### src/rtl/pipeline_ctrl_pkg.sv
// Shared stage indices, hold/bubble encodings and FSM state codes for the pipeline controller.
// Also provides the stall-at-stage helper that turns a stalling stage into a hold/bubble pair.
package pipeline_ctrl_pkg;

  localparam int NSTG = 5;

  localparam logic STALL_NO  = 1'b0;
  localparam logic STALL_YES = 1'b1;

  localparam int STG_PC    = 0;
  localparam int STG_IFID  = 1;
  localparam int STG_IDEX  = 2;
  localparam int STG_EXMEM = 3;
  localparam int STG_MEMWB = 4;

  localparam logic [1:0] PC_RUN     = 2'd0;
  localparam logic [1:0] PC_MEMWAIT = 2'd1;
  localparam logic [1:0] PC_TOFLUSH = 2'd2;

  typedef struct packed {
    logic [NSTG-1:0] stall;
    logic [NSTG-1:0] bubble;
    logic            flush;
  } ctl_t;

  localparam ctl_t CTL_IDLE = '{stall: '0, bubble: '0, flush: 1'b0};

  // A stall at stage s freezes every register up to and including s and injects a NOP just after it.
  function automatic ctl_t stall_at(input int s);
    ctl_t c;
    c = CTL_IDLE;
    for (int i = 0; i < NSTG; i++) begin
      if (i <= s) begin
        c.stall[i] = STALL_YES;
      end else begin
        c.stall[i] = STALL_NO;
      end
      if (i == s + 1) begin
        c.bubble[i] = 1'b1;
      end
    end
    return c;
  endfunction

  function automatic ctl_t flush_ctl(input logic with_memwb);
    ctl_t c;
    c = CTL_IDLE;
    c.flush            = 1'b1;
    c.bubble[STG_IFID]  = 1'b1;
    c.bubble[STG_IDEX]  = 1'b1;
    c.bubble[STG_EXMEM] = 1'b1;
    c.bubble[STG_MEMWB] = with_memwb;
    return c;
  endfunction

  localparam ctl_t CTL_MEM     = stall_at(STG_EXMEM);
  localparam ctl_t CTL_EX      = stall_at(STG_IDEX);
  localparam ctl_t CTL_ID      = stall_at(STG_IFID);
  localparam ctl_t CTL_FLUSH   = flush_ctl(1'b0);
  localparam ctl_t CTL_TOFLUSH = flush_ctl(1'b1);

endpackage

### src/rtl/pipe_watchdog.sv
// MEM bus-wait watchdog: counts consecutive wait cycles, expire is combinational on the TIMEOUT-th cycle.
// The counter restarts at 1 on start, advances while busy, and clears otherwise.
module pipe_watchdog #(
  parameter int CNT_W   = 8,
  parameter int TIMEOUT = 255
) (
  input  logic clk,
  input  logic rst,
  input  logic start,
  input  logic busy,
  output logic expire
);

  logic [CNT_W-1:0] r_wd_cnt;

  assign expire = busy && (r_wd_cnt == CNT_W'(TIMEOUT - 1));

  always_ff @(posedge clk or negedge rst) begin
    if (!rst) begin
      r_wd_cnt <= '0;
    end else if (start) begin
      r_wd_cnt <= CNT_W'(1);
    end else if (busy && !expire) begin
      r_wd_cnt <= r_wd_cnt + CNT_W'(1);
    end else begin
      r_wd_cnt <= '0;
    end
  end

endmodule

### src/rtl/pipeline_ctrl.sv
// Stall/flush controller for the 5 pipeline registers; hold/bubble/flush are 0-cycle combinational.
// Requests are priority-merged, lower ones are masked until served; bus_timeout is a registered-state pulse.
module pipeline_ctrl
  import pipeline_ctrl_pkg::*;
#(
  parameter int NSTAGE  = 5,
  parameter int TIMEOUT = 255,
  parameter int CNT_W   = 8,
  parameter int PERF_W  = 16
) (
  input  logic              clk,
  input  logic              rst,
  input  logic              stallreq_id,
  input  logic              stallreq_ex,
  input  logic              stallreq_mem,
  input  logic              flush_req,
  output logic [NSTAGE-1:0] stall,
  output logic [NSTAGE-1:0] bubble,
  output logic              flush,
  output logic              bus_timeout,
  output logic [PERF_W-1:0] stall_cnt
);

  logic [1:0]        r_state;
  logic [1:0]        w_state_nxt;
  logic              w_wd_start;
  logic              w_wd_busy;
  logic              w_wd_expire;
  ctl_t              w_ctl;
  logic [PERF_W-1:0] r_stall_cnt;

  assign w_wd_start = (r_state == PC_RUN) && stallreq_mem;
  assign w_wd_busy  = (r_state == PC_MEMWAIT) && stallreq_mem;

  pipe_watchdog #(
    .CNT_W   (CNT_W),
    .TIMEOUT (TIMEOUT)
  ) u_watchdog (
    .clk    (clk),
    .rst    (rst),
    .start  (w_wd_start),
    .busy   (w_wd_busy),
    .expire (w_wd_expire)
  );

  always_comb begin
    w_state_nxt = PC_RUN;
    case (r_state)
      PC_RUN:     w_state_nxt = stallreq_mem ? PC_MEMWAIT : PC_RUN;
      PC_MEMWAIT: begin
        if (!stallreq_mem) begin
          w_state_nxt = PC_RUN;
        end else if (w_wd_expire) begin
          w_state_nxt = PC_TOFLUSH;
        end else begin
          w_state_nxt = PC_MEMWAIT;
        end
      end
      default:    w_state_nxt = PC_RUN;
    endcase
  end

  always_ff @(posedge clk or negedge rst) begin
    if (!rst) begin
      r_state <= PC_RUN;
    end else begin
      r_state <= w_state_nxt;
    end
  end

  // Outputs are forced idle while reset is asserted so downstream synchronous resets are not held off.
  always_comb begin
    w_ctl = CTL_IDLE;
    if (rst) begin
      if (r_state == PC_TOFLUSH) begin
        w_ctl = CTL_TOFLUSH;
      end else if (stallreq_mem) begin
        w_ctl = CTL_MEM;
      end else if (flush_req) begin
        w_ctl = CTL_FLUSH;
      end else if (stallreq_ex) begin
        w_ctl = CTL_EX;
      end else if (stallreq_id) begin
        w_ctl = CTL_ID;
      end
    end
  end

  assign stall       = w_ctl.stall;
  assign bubble      = w_ctl.bubble;
  assign flush       = w_ctl.flush;
  assign bus_timeout = (r_state == PC_TOFLUSH);
  assign stall_cnt   = r_stall_cnt;

  always_ff @(posedge clk or negedge rst) begin
    if (!rst) begin
      r_stall_cnt <= '0;
    end else if ((|w_ctl.stall) && (r_stall_cnt != {PERF_W{1'b1}})) begin
      r_stall_cnt <= r_stall_cnt + PERF_W'(1);
    end
  end

endmodule

### config.mk
export PLATFORM = sky130hd
export DESIGN_NAME = pipeline_ctrl
export DESIGN_NICKNAME = d
export VERILOG_FILES = /design/src/rtl/pipeline_ctrl_pkg.sv /design/src/rtl/pipe_watchdog.sv /design/src/rtl/pipeline_ctrl.sv
export SDC_FILE = /design/constraint.sdc
export NUM_CORES = 1
export LEC_CHECK = 0
export CAP_MARGIN = 40
export CORE_MARGIN = 4
export CORE_UTILIZATION = 35
export CTS_CLUSTER_DIAMETER = 50
export DETAILED_ROUTE_END_ITERATION = 10
export PLACE_DENSITY = 0.69
export REMOVE_ABC_BUFFERS = 1
export SLEW_MARGIN = 20
export SYNTH_ARGS = -nofsm -noshare
export SYNTH_HDL_FRONTEND = slang
export SYNTH_SLANG_ARGS = --single-unit
### constraint.sdc
create_clock -name clk -period 1.75 [get_ports clk]
set_input_delay 0.35 -clock clk [delete_from_list [all_inputs] [get_ports clk]]
set_output_delay 0.35 -clock clk [all_outputs]
set_load 0.005 [all_outputs]
==> reports/qor.txt <==
Hold WC Path Type -> in2async
Final GP Congestion -> 0.854
drt wl/cell -> 14.7 µm
Ant. Diodes -> 0
P&R area growth vs syn -> 43.8%
status -> finished, final reports clean
largest net degree at the start of global routing -> 20
Warnings, synthesis -> 0
WP data required -> 1.95 ns
Worst Path Class, Setup -> reg2reg
Post-route DRC -> 0
internal power -> 1.25 mW
Clock Root Buffer -> clkbuf_8
first-pass GRT wire length -> 5.75 mm
Final #Nets -> 198
critical-path cell list -> ha_1 -> nand3_1 -> buf_4 -> or2_1 -> nor4_2 -> xor2_1
1st-pass router iterations -> 4
vias in the first global route -> 1273
CTS max path bufs -> 2
P_leak -> 0.989 nW
TritonCTS clock tree -> yes
CP startpoint kind -> flip-flop
clock power share -> 29.4%
most common cell after layout, fill and taps aside -> dfrtp_1
Setup-failing EPs final -> 0
CP arrival -> 1.89 ns
Yosys reg bits -> 26
Die ar. -> 5060 µm²
crit path capture type -> flip-flop
DIE HEIGHT -> 71.1 µm
Synth area leader -> dfrtp_1
Final Cycle Share -> 96.6%
FP Rows -> 22
share of the synthesized area in the top cell type -> 46.6%
top post-synthesis cells by area -> dfrtp_1, xor2_1, nand2_1
mapped cell area -> 1400 µm²
combinational share of power -> 27.4%
number of max-cap violations -> 0
fin crit period -> 1.69 ns
routed via count -> 1194
Post-Syn Area per Cell -> 10.3 µm²
drt initial violations -> 71
CP peak stage delay -> 0.36 ns
gr ovfl total -> 0
share of cells above drive strength 1 -> 27.7%
Final Instance Area -> 2010 µm²
sw frac -> 26.4%
die width -> 71.1 µm
reg-to-reg endpoint -> stall_cnt[10]
unrepaired setup endpoints after global routing -> yes
initial antenna violation count -> 0
I/O pins -> 34
Sink Count -> 26
Clk Latency, worst-skew pair -> 0.27 ns
initial core utilization -> 37.3%
via density per instance -> 5.06
antenna viol nets, final -> 0
H-tree levels -> 1
r2r setup slk -> 0.06 ns
CP max FO -> 4
Total Neg Setup Slack -> 0 ns
clock-pin transition on the worst setup and hold timing paths -> 0.09 ns
Total Routing Usage GR -> 14.0%
port buffer count -> 31
Core Region -> 3740 µm²
post-synthesis sequential area ratio -> 46.6%
Core Util, Final -> 53.6%
Cells after Synth -> 136
Psw -> 0.447 mW
Critical path buffers and inverters -> 1
total power -> 1.70 mW
WL final -> 3.47 mm
RR Startpoint -> stall_cnt[1]
Yosys cell types -> 34
cells on worst reg2reg path -> 6
CP delay by family, top -> simple AND/OR/NAND/NOR gates
Final Max Tran Viols -> 0
Flop pwr share -> 43.2%
hpwl dp -> 2.55 mm
clk_skew -> 0.00436 ns
PD cells -> 846 nW/µm²
Num CTS Buffers -> 3
worst vdd ir -> 805 µV
Hold Fails Final Rpt -> 0
f_max -> 0.592 GHz
slowest CP cell -> dfrtp_1
area of placed instances -> 1870 µm²
most frequent cells in the layout -> dfrtp_1, xor2_1, buf_4, clkdlybuf4s50_1, nand2_1
[worst min-delay path, stage by stage]
cell,delay (ns)
dlymetal6s2s_1,0.10
buf_6,0.12
buf_4,0.12
buf_4,0.15
[logic make-up after synthesis]
group / after synthesis / synth area share, %
AO/OA/AOI/OAI: 6 / 2.96
AND/OR/NAND/NOR: 67 / 28.8
other: 1 / 0.269
XOR/XNOR: 21 / 13.2
flip-flops: 26 / 46.6
buffers and inverters: 11 / 4.66
multiplexers: 1 / 0.807
adder cells (fa/ha/maj): 3 / 2.69
[synthesized netlist by cell type]
master    instances
nor2b_1           1
a21oi_1           2
o21a_1            1
or2b_1            1
nand4_4           1
nor3_1            5
xor2_1           20
o21ai_0           1
nor2_1            9
xnor2_1           1
nand4_1           7
nand2b_1          1
nor4_2            2
nor4_4            1
buf_4             4
dfrtp_1          26
buf_6             1
inv_1             5
or3_1             1
and4_1            3
o31ai_1           1
o2111a_1          1
and3_1            4
mux2_2            1
nor4_1            6
nand3_1           7
conb_1            1
or2b_2            1
buf_2             1
nand2_1          14
ha_1              3
nor3b_1           1
and2_1            1
or2_1             1
[metrics by stage]
stage / hold slack [ns] / instances / setup WS, ns
global placement: 0.498 / 229 / -0.469
floorplan: 0.0544 / 131 / -0.815
detailed placement: 0.505 / 229 / -0.547
global route: 0.254 / 236 / -0.0442
CTS: 0.518 / 236 / -0.0294
finish: 0.223 / 236 / 0.0599
[sequential cells by signal, summed over array words and instances, names as in the netlist]
signal and count:
stall_cnt 16, u_watchdog.r_wd_cnt 8, r_state 2
[area by class of cell]
class,instances,area [µm²]
fill,343,1740
clock buffer,3,41.3
multi-input combinational,100,751
clock inverter,1,30.0
inverter,5,18.8
sequential,26,651
tap,48,60.1
timing repair buffer,53,454
[worst max path at each step]
stage | slack, ns | start | cells past startpoint | endpoint
6_report | 0.06 | stall_cnt[1] | 6 | stall_cnt[10]
5_1_grt | -0.04 | stall_cnt[0] | 6 | stall_cnt[10]
3_3_place_gp | -0.47 | stallreq_mem | 6 | bubble[2]
3_5_place_dp | -0.55 | stallreq_mem | 6 | bubble[2]
4_1_cts | -0.03 | rst | 5 | bubble[2]
2_1_floorplan | -0.82 | stall_cnt[0] | 5 | stall_cnt[1]
[layer usage]
metal / track usage [%] / wire (µm) / up-vias
met5: 0 / 0 / -
met4: 2.51 / 52 / 0
met3: 3.41 / 122 / 6
met2: 25.3 / 1860 / 29
met1: 16.9 / 1430 / 590
li1: - / - / 569
[power groups by stage]
stage          clock, mW  sequential (mW)  combinational [mW]
2_1_floorplan          0            0.767               0.129
5_1_grt            0.538            0.748               0.514
4_1_cts            0.512            0.734               0.467
6_report           0.499            0.732               0.465
3_5_place_dp           0            0.744               0.464
3_3_place_gp           0            0.739               0.447
[repair_timing]
item	in CTS	in global routing
pin swaps	0	4
endpoints found under the setup margin	16	15
hold buffers	0	0
gates cloned	0	0
gates resized for setup	45	11
endpoints found under the hold margin	0	0
buffers inserted	3	0
No activity file was read; power rests on OpenSTA's default activity.
